--- src/rtl/bht_pkg.sv ---
// Shared constants and saturating-counter helpers for the branch history table.
package bht_pkg;

  localparam int unsigned CNT_W_DEF = 2;

  // Largest value a w-bit unsigned counter can hold.
  function automatic int unsigned cnt_max_of(input int unsigned w);
    return (32'd1 << w) - 32'd1;
  endfunction

  localparam int unsigned CNT_MAX = cnt_max_of(CNT_W_DEF);

  function automatic int unsigned sat_inc(input int unsigned cnt, input int unsigned max);
    return (cnt >= max) ? cnt : cnt + 32'd1;
  endfunction

  function automatic int unsigned sat_dec(input int unsigned cnt);
    return (cnt == 32'd0) ? 32'd0 : cnt - 32'd1;
  endfunction

  function automatic int unsigned cnt_next(input int unsigned cnt, input logic taken,
                                           input int unsigned max);
    return taken ? sat_inc(cnt, max) : sat_dec(cnt);
  endfunction

endpackage

--- src/rtl/bht_ghr.sv ---
// Global history shift register: shifts in one resolved outcome per enabled shift.
module bht_ghr #(
  parameter int unsigned W = 5
) (
  input  logic         clk_i,
  input  logic         arst_ni,
  input  logic         en_i,
  input  logic         shift_i,
  input  logic         in_i,
  output logic [W-1:0] ghr_o
);

  logic [W-1:0] ghr_q;
  logic [W-1:0] ghr_d;

  // Next history: drop the oldest outcome, newest enters at the LSB.
  always_comb begin
    ghr_d = ghr_q;
    if (en_i && shift_i) begin
      ghr_d = W'({ghr_q, in_i});
    end
  end

  // History state with asynchronous clear.
  always_ff @(posedge clk_i or negedge arst_ni) begin
    if (!arst_ni) begin
      ghr_q <= '0;
    end else begin
      ghr_q <= ghr_d;
    end
  end

  assign ghr_o = ghr_q;

endmodule

--- src/rtl/bht_predictor.sv ---
// Branch history table of saturating counters with registered prediction and
// write-first bypass between a same-cycle update and lookup.
// Optional gshare indexing is enabled by defining BHT_GSHARE_EN.
module bht_predictor
  import bht_pkg::*;
#(
  parameter int unsigned IDX_W    = 5,
  parameter int unsigned CNT_W    = CNT_W_DEF,
  parameter int unsigned INIT_CNT = 1,
  parameter int unsigned GHR_W    = IDX_W
) (
  input  logic             clk_i,
  input  logic             arst_ni,
  input  logic             en_i,
  input  logic             rd_valid_i,
  input  logic [IDX_W-1:0] rd_pc_idx_i,
  output logic             pred_valid_o,
  output logic             prediction_o,
  output logic [IDX_W-1:0] pred_idx_o,
  input  logic             upd_valid_i,
  input  logic [IDX_W-1:0] upd_idx_i,
  input  logic             upd_taken_i
);

  localparam int unsigned Depth  = 2 ** IDX_W;
  localparam int unsigned CntMax = cnt_max_of(CNT_W);
  localparam logic [CNT_W-1:0] InitCnt = CNT_W'(INIT_CNT);

  logic [CNT_W-1:0] cnt_q [Depth];

  logic             upd_fire;
  logic [CNT_W-1:0] upd_cnt;
  logic [IDX_W-1:0] rd_idx;
  logic [CNT_W-1:0] rd_cnt;

  logic             pred_valid_q, pred_valid_d;
  logic             prediction_q, prediction_d;
  logic [IDX_W-1:0] pred_idx_q, pred_idx_d;

  assign upd_fire = en_i & upd_valid_i;

`ifdef BHT_GSHARE_EN
  logic [GHR_W-1:0] ghr;

  bht_ghr #(
    .W (GHR_W)
  ) u_ghr (
    .clk_i   (clk_i),
    .arst_ni (arst_ni),
    .en_i    (en_i),
    .shift_i (upd_valid_i),
    .in_i    (upd_taken_i),
    .ghr_o   (ghr)
  );

  // Lookup hashes with the pre-shift history.
  assign rd_idx = rd_pc_idx_i ^ IDX_W'(ghr);
`else
  logic unused_ghr_w;
  assign unused_ghr_w = ^GHR_W;
  assign rd_idx       = rd_pc_idx_i;
`endif

  // Saturated value the updated entry will take; also feeds the bypass.
  always_comb begin
    upd_cnt = CNT_W'(cnt_next(32'(cnt_q[upd_idx_i]), upd_taken_i, CntMax));
  end

  // Write-first bypass so a lookup sees an update landing on the same edge.
  always_comb begin
    rd_cnt = cnt_q[rd_idx];
    if (upd_fire && (upd_idx_i == rd_idx)) begin
      rd_cnt = upd_cnt;
    end
  end

  // Counter array: cleared to InitCnt by reset, one entry written per cycle.
  always_ff @(posedge clk_i or negedge arst_ni) begin
    if (!arst_ni) begin
      for (int unsigned i = 0; i < Depth; i++) begin
        cnt_q[IDX_W'(i)] <= InitCnt;
      end
    end else if (upd_fire) begin
      cnt_q[upd_idx_i] <= upd_cnt;
    end
  end

  // Next prediction outputs; prediction and index hold when no lookup fires.
  always_comb begin
    pred_valid_d = pred_valid_q;
    prediction_d = prediction_q;
    pred_idx_d   = pred_idx_q;
    if (en_i) begin
      pred_valid_d = rd_valid_i;
      if (rd_valid_i) begin
        prediction_d = rd_cnt[CNT_W-1];
        pred_idx_d   = rd_idx;
      end
    end
  end

  // Registered prediction outputs.
  always_ff @(posedge clk_i or negedge arst_ni) begin
    if (!arst_ni) begin
      pred_valid_q <= 1'b0;
      prediction_q <= 1'b0;
      pred_idx_q   <= '0;
    end else begin
      pred_valid_q <= pred_valid_d;
      prediction_q <= prediction_d;
      pred_idx_q   <= pred_idx_d;
    end
  end

  assign pred_valid_o = pred_valid_q;
  assign prediction_o = prediction_q;
  assign pred_idx_o   = pred_idx_q;

endmodule

--- config.mk ---
export PLATFORM = sky130hd
export DESIGN_NAME = bht_predictor
export DESIGN_NICKNAME = d
export VERILOG_FILES = /design/src/rtl/bht_pkg.sv /design/src/rtl/bht_ghr.sv /design/src/rtl/bht_predictor.sv
export SDC_FILE = /design/constraint.sdc
export NUM_CORES = 1
export LEC_CHECK = 0
export ABC_CLOCK_PERIOD_IN_PS = 4650
export CAP_MARGIN = 20
export CORE_UTILIZATION = 35
export DETAILED_ROUTE_END_ITERATION = 10
export DONT_BUFFER_PORTS = 1
export PLACE_DENSITY = 0.59
export SLEW_MARGIN = 15
export SYNTH_ARGS = -nofsm -noshare
export SYNTH_HDL_FRONTEND = slang
export SYNTH_SLANG_ARGS = --single-unit
--- constraint.sdc ---
create_clock -name clk_i -period 4.65 [get_ports clk_i]
set_input_delay 0.6975 -clock clk_i [delete_from_list [all_inputs] [get_ports clk_i]]
set_output_delay 0.6975 -clock clk_i [all_outputs]
set_load 0.01 [all_outputs]
Word level (Yosys, flattened, before mapping)
Index checks and enable logic that the tools add are counted.

cells by class
  add/sub/neg operators = 2
  multipliers = 0
  divide/modulo/power cells = 0
  magnitude comparators = 4
  eq/ne operators = 1
  shift operators = 0
  muxes and demuxes = 13
  bitwise operators = 3
  reduce and logical (&&, ||, !) cells = 4

operator list
  cell                   number
  $bwmux W64             1
  $bmux W2 S5            2
  $mux W2                9
  $ge A6 B6 Y1 const B   2
  $not A5 Y6             2
  $demux W2 S5           1
  $lt A6 B1 Y1 const B   1
  $eq A5 B5 Y1           1
  $add A2 B1 Y2 const B  1
  $ge A2 B2 Y1 const B   1
  $logic_and A1 B1 Y1    2
  $logic_not A2 Y1       1
  $reduce_and A2 Y1      1
  $sub A2 B1 Y2 const B  1
  $and A1 B1 Y1          1

word-level totals
  register bits = 71
  latch bits = 0
  bits in writable memories = 0
  bits in read-only memories = 0
  input bits = 16
  output and inout port bits = 7
  logic and storage cells = 62
  memories kept = 0

Longest topological paths before layout
Gate-level depths: netlist of the first run.

  depth after elaboration = 8
  gate-level depth with buffers = 10
  mapped depth without buffers = 6

Least setup slack after synthesis of the first run
No wires, ideal clock.

  path type = input-to-reg
  start = input port upd_idx_i[2]
  end = register cnt_q[41] (netlist name)
  setup time = 125 ps
  data arrival time = 2912 ps
  data required time = 4525 ps
  setup slack = 1613 ps
  stages on the path = 8
  path buffers = 2
  cell sequence = clkbuf_1 -> mux4_2 -> nor2b_1 -> o31a_1 -> or4_1 -> maj3_2 -> buf_6 -> mux2_2

between the ends
  longest elaborated chain between the ends = 8
  elaborated cells between the ends (all ways) = 17
  classes of those cells = 2 x add/sub; 3 x order compare; 9 x mux; 1 x bitwise; 2 x reduce/logical

RTL lines
  item                                        line                                      text
  start, declared                             bht_predictor.sv:21                       input logic [IDX_W-1:0] upd_idx_i,
  $not A5 Y6 (not written as such) (*)        bht_predictor.sv:66, bht_predictor.sv:84
  $bmux W2 S5                                 bht_predictor.sv:66                       upd_cnt = CNT_W'(cnt_next(32'(cnt_q[upd_idx_i]), upd_taken_i, CntMax));
  $mux W2 (not written as such) (2 in a row)  bht_predictor.sv:66
  $sub A2 B1 Y2 (tied with other cells)       bht_pkg.sv:18                             return (cnt == 32'd0) ? 32'd0 : cnt - 32'd1;
  $mux W2 (on tied branches)                  bht_pkg.sv:18, bht_pkg.sv:14
  $mux W2                                     bht_pkg.sv:23                             return taken ? sat_inc(cnt, max) : sat_dec(cnt);
  $bwmux W64 (*)                              bht_predictor.sv:84                       cnt_q[upd_idx_i] <= upd_cnt;
  end signal, assigned by index               bht_predictor.sv:81                       cnt_q[IDX_W'(i)] <= InitCnt;
  end signal, assigned by index               bht_predictor.sv:84
  end, declared                               bht_predictor.sv:29                       logic [CNT_W-1:0] cnt_q [Depth];

Mark *: on every way between the ends. The rest lies on a longest branch, timed or not. The select of a mux whose other input is x is not followed.
A chain may end at the register's enable or synchronous reset.

Worst setup path after layout of the first run
  start = register cnt_q[18] (netlist name)
  end = register cnt_q[17] (netlist name)

between the ends
  longest elaborated chain between the ends = 7
  elaborated cells between the ends (all ways) = 11
  classes of those cells = 2 x add/sub; 1 x order compare; 7 x mux; 1 x reduce/logical

RTL lines
  item                                            line
  $bmux W2 S5 (*)                                 bht_predictor.sv:66
  $mux W2 (not written as such) (*) (2 in a row)  bht_predictor.sv:66
  $sub A2 B1 Y2 (tied with other cells)           bht_pkg.sv:18
  $mux W2 (on tied branches)                      bht_pkg.sv:18, bht_pkg.sv:14
  $mux W2 (*)                                     bht_pkg.sv:23
  $bwmux W64 (*)                                  bht_predictor.sv:84

Marks and branches as above.

==> out/results.tsv, run 1 <==
metric	value	unit
Post-DRT Antenna Nets	0	
worst vdd ir	210	uV
Root Buffer	clkbuf_8	
crit-path max cell delay	0.57	ns
max-cap viol count	0	
die area	11400	um^2
GP Congestion	0.810	
Clock Path Buffers	2	
Post-CTS Hold Fix Bufs	0	
Crit path arrival time	3.02	ns
Synth area leaders	dfrtp_1 25%, dfstp_2 22%, mux2_2 20%	
Max Slew Vio Count	0	
CP Launch Type	flip-flop	
Worst Hold Class	in2async	
Avg Synthesized Cell Area	12.9	um^2
Synth top area share	0.253	
post-synthesis register bit count	71	
vias in the first global route	2569	
status	finished, final reports clean	
clk sinks	71	
Worst-path clk slew	0.08	ns
worst-path maximum fanout	33	
register area	1820	um^2
CTS tree	built	
area of the multi-input gates	1930	um^2
RSZ-0062 raised after global routing	no	
WL final	8600	um
commonest non-fill, non-tap cell in the layout	mux2_2	
FP Rows	37	
Netlist cell types	42	
Buf+Inv Stages, Crit Path	0	
sequential area share after synthesis	0.471	
Final nets	308	
final hold violations	0	
period utilization	0.601	
ANT cells	0	
HPWL Detailed	5750	um
I/O pin cnt	23	
grt total ovfl	0	
static leakage	1.66	nW
largest area contributor in the netlist	dfrtp_1	
worst-skew pair later-pin latency	0.36	ns
Post-Synthesis Cells	299	
area delta synth->final	6.42	%
Worst Clk Skew	0.0169	ns
Slowest-stage cell, CP	maj3_2	
total CTS buffers	9	
Fillers	1011	
H-tree depth	3	
Routed WL per cell	19.8	um
CP delay by family, top	multiplexers	
CORE AREA	10500	um^2
DIE HEIGHT	107	um
first-pass GRT wire length	14200	um
WS Path Type	reg2reg	
f_max	358	MHz
final core utilization	0.391	
Post-CTS Setup Inserts	0	
Syn Nets	315	
Port Buf Inserts	0	
Setup TNS	0	ns
Gates resized, CTS repair	0	
critical path, cell by cell	mux4_2, nor2b_1, o31a_1, or4_1, maj3_2, mux2_2	
largest net degree at the start of global routing	72	
Synth Warn #	0	
Die Span X	107	um
Critical Path End Type	flip-flop	
Pre-Repair DR Iteration Count	4	
final setup fails	0	
share of layout cells above drive strength 1	0.468	
Post-Syn Area	3860	um^2
Post-synth ARST share	1.00	
reg-to-reg slack, setup	1.86	ns
Vias	2418	
Most used DFF post-synth	dfrtp_1	
Slew @ Worst Pin	0.608	ns
post-DR vias/cell	5.58	
Rel. slew slack	0.591	
initial antenna violation count	0	
GRT Overall Usage	0.167	
Post-synth EDFFs	0	
fin crit period	2.79	ns
Initial Utilization	0.367	
commonest non-fill, non-tap cells in the layout	69 x mux2_2, 39 x dfrtp_1, 32 x dfstp_2	
DRC errors left	0	
DR iter-0 viols	116	
Critical Path RT	4.88	ns
Power Density	353	nW/um^2
per-layer routing:
layer | routed length, um | GRT usage | vias to the layer above
met1 | 3910 | 0.224 | 1262
met5 | 0 | 0 | -
met4 | 103 | 0.0460 | 0
li1 | - | - | 1080
met3 | 497 | 0.0486 | 13
met2 | 4090 | 0.263 | 63
through the flow:
step                total power, mW  hold WS [ns]  setup WS [ns]  instances  cell area, um^2
floorplan                     0.996         0.402           1.61        299             3860
global placement               1.02         0.405           1.48        416             3930
detailed placement             1.03         0.405           1.43        416             3930
CTS                            1.46        0.0143           1.79        432             4090
global route                   1.52       0.00771           1.78        433             4110
finish                         1.45        0.0343           1.86        433             4110
sequential cells by signal, summed over array words and instances (netlist names):
signal / cells
pred_idx_o: 5
pred_valid_o: 1
cnt_q: 64
prediction_o: 1
worst reg2reg max path, stage by stage, from the launching register on:
cell and delay, ns:
dfstp_2 0.37, mux4_2 0.44, nor2b_1 0.14, o31a_1 0.25
or4_1 0.53, maj3_2 0.57, mux2_2 0.37
worst paths after layout:
| check | endpoint | start | cells after the start |
|---|---|---|---|
| setup / recovery | cnt_q[17] | cnt_q[18] | 6 |
| hold reg to reg | cnt_q[41] | cnt_q[41] | 1 |
| setup reg to reg | cnt_q[17] | cnt_q[18] | 6 |
| min in group clk_i | pred_valid_o | en_i | 1 |
| max in group asynchronous | cnt_q[2] | arst_ni | 0 |
| hold / removal | cnt_q[35] | arst_ni | 0 |
area by class of cell:
| type | count | area share |
|---|---|---|
| flip-flops and latches | 71 | 0.442 |
| well taps | 136 | 0.0414 |
| repair buffers | 1 | 0.00366 |
| clock buffers | 15 | 0.0381 |
| multi-input cells | 205 | 0.470 |
| clock inverters | 1 | 0.00122 |
| inverters | 4 | 0.00366 |
report_power, final:
part,leakage (nW),total (mW),switching [mW],internal (mW)
logic,0.722,0.226,0.0891,0.136
clock network,0.0817,0.427,0.218,0.209
registers,0.855,0.796,0.0549,0.741
cells in the mapped netlist, drive strengths merged (4+ instances only):
master   n
mux2i   12
clkbuf  10
nor2b    6
nand3    4
dfrtp   39
xnor2    4
or3      4
inv      4
buf      9
mux2    72
mux4    18
nor2    22
dfstp   32
nor3     4
nand2   22
logic make-up after synthesis:
group                      count (synthesis)  synth area share
DFF                                       71             0.471
muxes                                    102             0.349
and+or+nand+nor                           78            0.0976
buffers and inverters                     23            0.0295
AOI/OAI and AO/OA                         18            0.0360
xor gates and xnor gates                   5            0.0113
adders and majority gates                  2           0.00551
No activity file was read; power rests on OpenSTA's default activity.
==> inputs of run 2 (changes only) <==
--- a/config.mk
+++ b/config.mk
@@ -5,7 +5,7 @@
 export SDC_FILE = /design/constraint.sdc
 export NUM_CORES = 1
 export LEC_CHECK = 0
-export ABC_CLOCK_PERIOD_IN_PS = 4650
+export ABC_CLOCK_PERIOD_IN_PS = 2600
 export CAP_MARGIN = 20
 export CORE_UTILIZATION = 35
 export DETAILED_ROUTE_END_ITERATION = 10
==> constraint.sdc (replaced) <==
create_clock -name clk_i -period 2.6 [get_ports clk_i]
set_input_delay 0.39 -clock clk_i [delete_from_list [all_inputs] [get_ports clk_i]]
set_output_delay 0.39 -clock clk_i [all_outputs]
set_load 0.01 [all_outputs]
==> run 2 against run 1 <==
- fmax rose by 10%
- clock skew down 0.0058 ns
- sequential power grew 78%
- first-iteration DRC count is 37% higher
- sequential share of layout area is 1.1 points lower
- largest power group unchanged
==> out/results.tsv, run 2 (synthesized netlist as in run 1, its figures left out) <==
metric	value	unit
status	finished, final reports clean	
GRT Overall Usage	0.167	
hold wc startpoint	en_i	
Worst-path clk slew	0.07	ns
Final nets	314	
HPWL Detailed	6000	um
critical path, cell by cell	mux4_2, a22o_1, or4_1, maj3_2, buf_6, mux2_2	
register area	1820	um^2
Max Slew Vio Count	0	
Crit path arrival time	2.79	ns
Largest Register	cnt_q	
DIE HEIGHT	107	um
final hold violations	0	
Slowest-stage cell, CP	or4_1	
Initial Utilization	0.367	
Critical Path RT	2.85	ns
Worst Hold Class	in2reg	
Port Buf Inserts	0	
share of layout cells above drive strength 1	0.485	
WL final	8750	um
static leakage	1.71	nW
post-DR vias/cell	5.50	
reg-to-reg slack, setup	0.06	ns
max-cap viol count	0	
commonest non-fill, non-tap cell in the layout	mux2_2	
worst-skew pair later-pin latency	0.36	ns
crit-path max cell delay	0.54	ns
I/O pin cnt	23	
worst-path maximum fanout	16	
Post-DRT Antenna Nets	0	
final setup fails	0	
CP Launch Type	flip-flop	
Worst Clk Skew	0.0111	ns
f_max	394	MHz
Power Density	652	nW/um^2
commonest non-fill, non-tap cells in the layout	69 x mux2_2, 39 x dfrtp_1, 32 x dfstp_2	
Critical Path End Type	flip-flop	
number of flip-flops in the largest register	64	
WS Path Type	reg2reg	
area delta synth->final	9.01	%
Power Total	2.74	mW
grt total ovfl	0	
fin crit period	2.54	ns
reg-to-reg endpoint	cnt_q[11]	
Routed WL per cell	19.9	um
Slew @ Worst Pin	0.707	ns
period utilization	0.977	
GP Congestion	0.772	
area of the multi-input gates	1930	um^2
hold depth	1	
R2R cell count	6	
hold endpoint	pred_valid_o	
Clock Path Buffers	2	
clk sinks	71	
worst vdd ir	348	uV
Die Span X	107	um
largest net degree at the start of global routing	72	
Fillers	963	
Rel. slew slack	0.525	
Min Hold Slack	0.136	ns
FP Rows	37	
initial antenna violation count	0	
ANT cells	0	
Worst R2R Start	cnt_q[48]	
DR iter-0 viols	159	
RSZ-0062 raised after global routing	yes	
CORE AREA	10500	um^2
Pre-Repair DR Iteration Count	4	
H-tree depth	3	
total CTS buffers	9	
die area	11400	um^2
first-pass GRT wire length	14000	um
vias in the first global route	2509	
DRC errors left	0	
Root Buffer	clkbuf_8	
Vias	2414	
CTS tree	built	
-- run 2: cell count changes in the layout (fill, tap and decap cells not counted), moves of 2 or more --
cell | before | now
buf_4 | 0 | 2
clkbuf_1 | 5 | 2
clkinv_2 | 1 | 3
buf_6 | 0 | 3
-- run 2: through the flow --
step,instance area (um^2),TNS (ns),setup slack (ns),utilization,instances
4_1_cts,4200,0,0.0357,0.399,439
2_1_floorplan,3880,0,0.00933,-,299
3_3_place_gp,3970,0,0.0304,0.378,421
6_report,4210,0,0.0605,0.400,439
5_1_grt,4210,-0.0242,-0.0119,0.400,439
3_5_place_dp,3970,-0.00412,-0.00148,0.378,421
-- run 2: repair_timing --
| item | 4_1_cts | 5_1_grt |
|---|---|---|
| setup buffers | 0 | 0 |
| hold buffers | 2 | 0 |
| hold endpoints to repair | 71 | 0 |
| gates resized for setup | 0 | 4 |
| endpoints found under the setup margin | 0 | 18 |
-- run 2: power breakdown --
group          internal [mW]  switching (mW)  total (mW)
registers               1.32          0.0991        1.42
logic                  0.263           0.182       0.445
clock network          0.465           0.410       0.875
total                   2.05           0.691        2.74
-- run 2: area by class of cell --
type	count	share of cell area
clock buffer	12	0.0345
clock inverter	4	0.0107
inverter	4	0.00357
multi-input combinational	205	0.458
sequential	71	0.432
tap	136	0.0405
timing repair buffer	7	0.0205
-- run 2: how the worst max path moves through the flow --
| stage | end | startpoint | slack (ns) |
|---|---|---|---|
| finish | cnt_q[11] | cnt_q[48] | 0.06 |
| global route | cnt_q[11] | cnt_q[18] | -0.01 |
| CTS | cnt_q[11] | cnt_q[40] | 0.04 |
| detailed placement | cnt_q[5] | upd_idx_i[0] | -0.001 |
| global placement | cnt_q[3] | upd_idx_i[1] | 0.03 |
| floorplan | cnt_q[41] | upd_idx_i[0] | 0.009 |
-- run 2: layer usage --
metal / wire length, um / global-route usage / vias up
met5: 0 / 0 / -
met4: 49 / 0.0548 / 0
met3: 768 / 0.0511 / 5
met2: 4010 / 0.250 / 78
met1: 3920 / 0.229 / 1236
li1: - / - / 1095
-- run 2: worst max-delay path, delay by kind of cell (launching register included) --
family / cells / cell delay, ns
mux: 2 / 0.72
simple gates: 1 / 0.54
flops: 1 / 0.37
fa+ha+maj: 1 / 0.37
compound gates: 1 / 0.25
buf+inv: 1 / 0.17
==> inputs of run 3 (changes only) <==
--- a/config.mk
+++ b/config.mk
@@ -6,11 +6,10 @@
 export NUM_CORES = 1
 export LEC_CHECK = 0
 export ABC_CLOCK_PERIOD_IN_PS = 2600
-export CAP_MARGIN = 20
-export CORE_UTILIZATION = 35
+export CORE_UTILIZATION = 60
 export DETAILED_ROUTE_END_ITERATION = 10
 export DONT_BUFFER_PORTS = 1
-export PLACE_DENSITY = 0.59
+export PLACE_DENSITY = 0.86
 export SLEW_MARGIN = 15
 export SYNTH_ARGS = -nofsm -noshare
 export SYNTH_HDL_FRONTEND = slang
==> run 3 against run 2 <==
- sequential share of layout area increased by 0.59 points
- highest routed layer unchanged
- fmax decreased by 1.4%
- clock-buffer cell count increased by 1
==> out/results.tsv, run 3 (synthesized netlist as in run 1, its figures left out) <==
metric	value	unit
status	finished, final reports clean	
hold depth	1	
hold wc startpoint	en_i	
Fillers	407	
final hold violations	0	
Critical Path End Type	flip-flop	
number of flip-flops in the largest register	64	
CORE AREA	6060	um^2
Crit path arrival time	2.81	ns
DRC errors left	0	
vias in the first global route	2579	
Final nets	312	
CP Launch Type	flip-flop	
Slowest-stage cell, CP	mux4_2	
share of layout cells above drive strength 1	0.482	
Post-DRT Antenna Nets	0	
Root Buffer	clkbuf_8	
hold endpoint	pred_valid_o	
Initial Utilization	0.637	
Gates resized, CTS repair	0	
area delta synth->final	7.56	%
DR iter-0 viols	282	
commonest non-fill, non-tap cells in the layout	69 x mux2_2, 39 x dfrtp_1, 32 x dfstp_2	
Port Buf Inserts	0	
reg-to-reg slack, setup	0.02	ns
worst-path maximum fanout	33	
Vias	2447	
Slew @ Worst Pin	0.633	ns
initial antenna violation count	0	
final setup fails	0	
Max Slew Vio Count	0	
WL final	8260	um
static leakage	1.72	nW
final instance area	4150	um^2
DIE HEIGHT	82.2	um
Setup TNS	0	ns
Routed WL per cell	22.0	um
Worst Clk Skew	0.00676	ns
clk sinks	71	
reg-to-reg endpoint	prediction_o	
crit-path max cell delay	0.44	ns
Pre-Repair DR Iteration Count	4	
Power Density	689	nW/um^2
Post-CTS Setup Inserts	0	
commonest non-fill, non-tap cell in the layout	mux2_2	
critical path, cell by cell	mux4_2, nor2b_1, o31a_1, or4_1, maj3_2, buf_12, a221o_1	
post-DR vias/cell	6.51	
ANT cells	0	
Worst-path clk slew	0.07	ns
Worst Hold Class	in2reg	
H-tree depth	3	
area of the multi-input gates	1930	um^2
total CTS buffers	9	
period utilization	0.991	
HPWL Detailed	5580	um
GRT Overall Usage	0.278	
Placement Cell Area	3890	um^2
Worst R2R Start	cnt_q[18]	
CTS tree	built	
f_max	388	MHz
grt total ovfl	0	
R2R cell count	7	
largest net degree at the start of global routing	72	
die area	6760	um^2
max-cap viol count	0	
fin crit period	2.58	ns
Critical Path RT	2.84	ns
FP Rows	28	
Die Span X	82.2	um
worst vdd ir	466	uV
RSZ-0062 raised after global routing	yes	
GP Congestion	0.868	
I/O pin cnt	23	
Rel. slew slack	0.574	
worst-skew pair later-pin latency	0.36	ns
Largest Register	cnt_q	
Clock Path Buffers	2	
first-pass GRT wire length	13200	um
WS Path Type	reg2reg	
register area	1820	um^2
[run 3: worst max-delay path by stage]
stage / cells after the start / from / to
finish: 7 / cnt_q[18] / prediction_o
global route: 7 / cnt_q[18] / prediction_o
floorplan: 7 / upd_idx_i[0] / cnt_q[41]
global placement: 7 / upd_idx_i[1] / prediction_o
detailed placement: 7 / upd_idx_i[1] / prediction_o
CTS: 7 / cnt_q[18] / prediction_o
[run 3: metal layers]
layer  share of wire  GRT usage  vias up
met2            0.49      0.436       88
met5               0          0        -
li1                -          -     1096
met3           0.080     0.0945       15
met4           0.018      0.111        0
met1            0.41      0.353     1248
[run 3: critical path, delay by kind of cell (launching register included)]
kind | cells | cell delay, ns
AO/OA/AOI/OAI | 2 | 0.55
adder cells (fa/ha/maj) | 1 | 0.35
buffers and inverters | 1 | 0.18
flip-flops | 1 | 0.37
multiplexers | 1 | 0.44
AND/OR/NAND/NOR | 2 | 0.56
[run 3: what timing repair did]
action	in CTS	in global routing
hold buffers	2	0
hold endpoints to repair	71	0
setup endpoints to repair	0	1
[run 3: per-stage QoR]
step,setup WS (ns),power [mW],instances,hold slack (ns),util
4_1_cts,0.0437,2.88,376,0.131,0.685
3_5_place_dp,0.00220,1.86,358,0.0977,0.642
6_report,0.0247,2.86,376,0.138,0.685
2_1_floorplan,0.00933,1.78,299,0.0944,-
3_3_place_gp,0.0337,1.83,358,0.0976,0.642
5_1_grt,-0.0231,2.98,376,0.134,0.685
[run 3: final cells by class]
| cell class | count | share of cell area |
|---|---|---|
| clock inverters | 3 | 0.0157 |
| repair buffers | 5 | 0.0175 |
| inverters | 4 | 0.00362 |
| clock buffers | 13 | 0.0383 |
| flip-flops and latches | 71 | 0.438 |
| multi-input cells | 205 | 0.465 |
| well taps | 75 | 0.0226 |
[run 3: power breakdown]
group / total [mW] / internal (mW) / leakage, nW / switching [mW]
clock network: 0.983 / 0.592 / 0.114 / 0.391
registers: 1.43 / 1.33 / 0.855 / 0.107
logic: 0.442 / 0.259 / 0.750 / 0.183
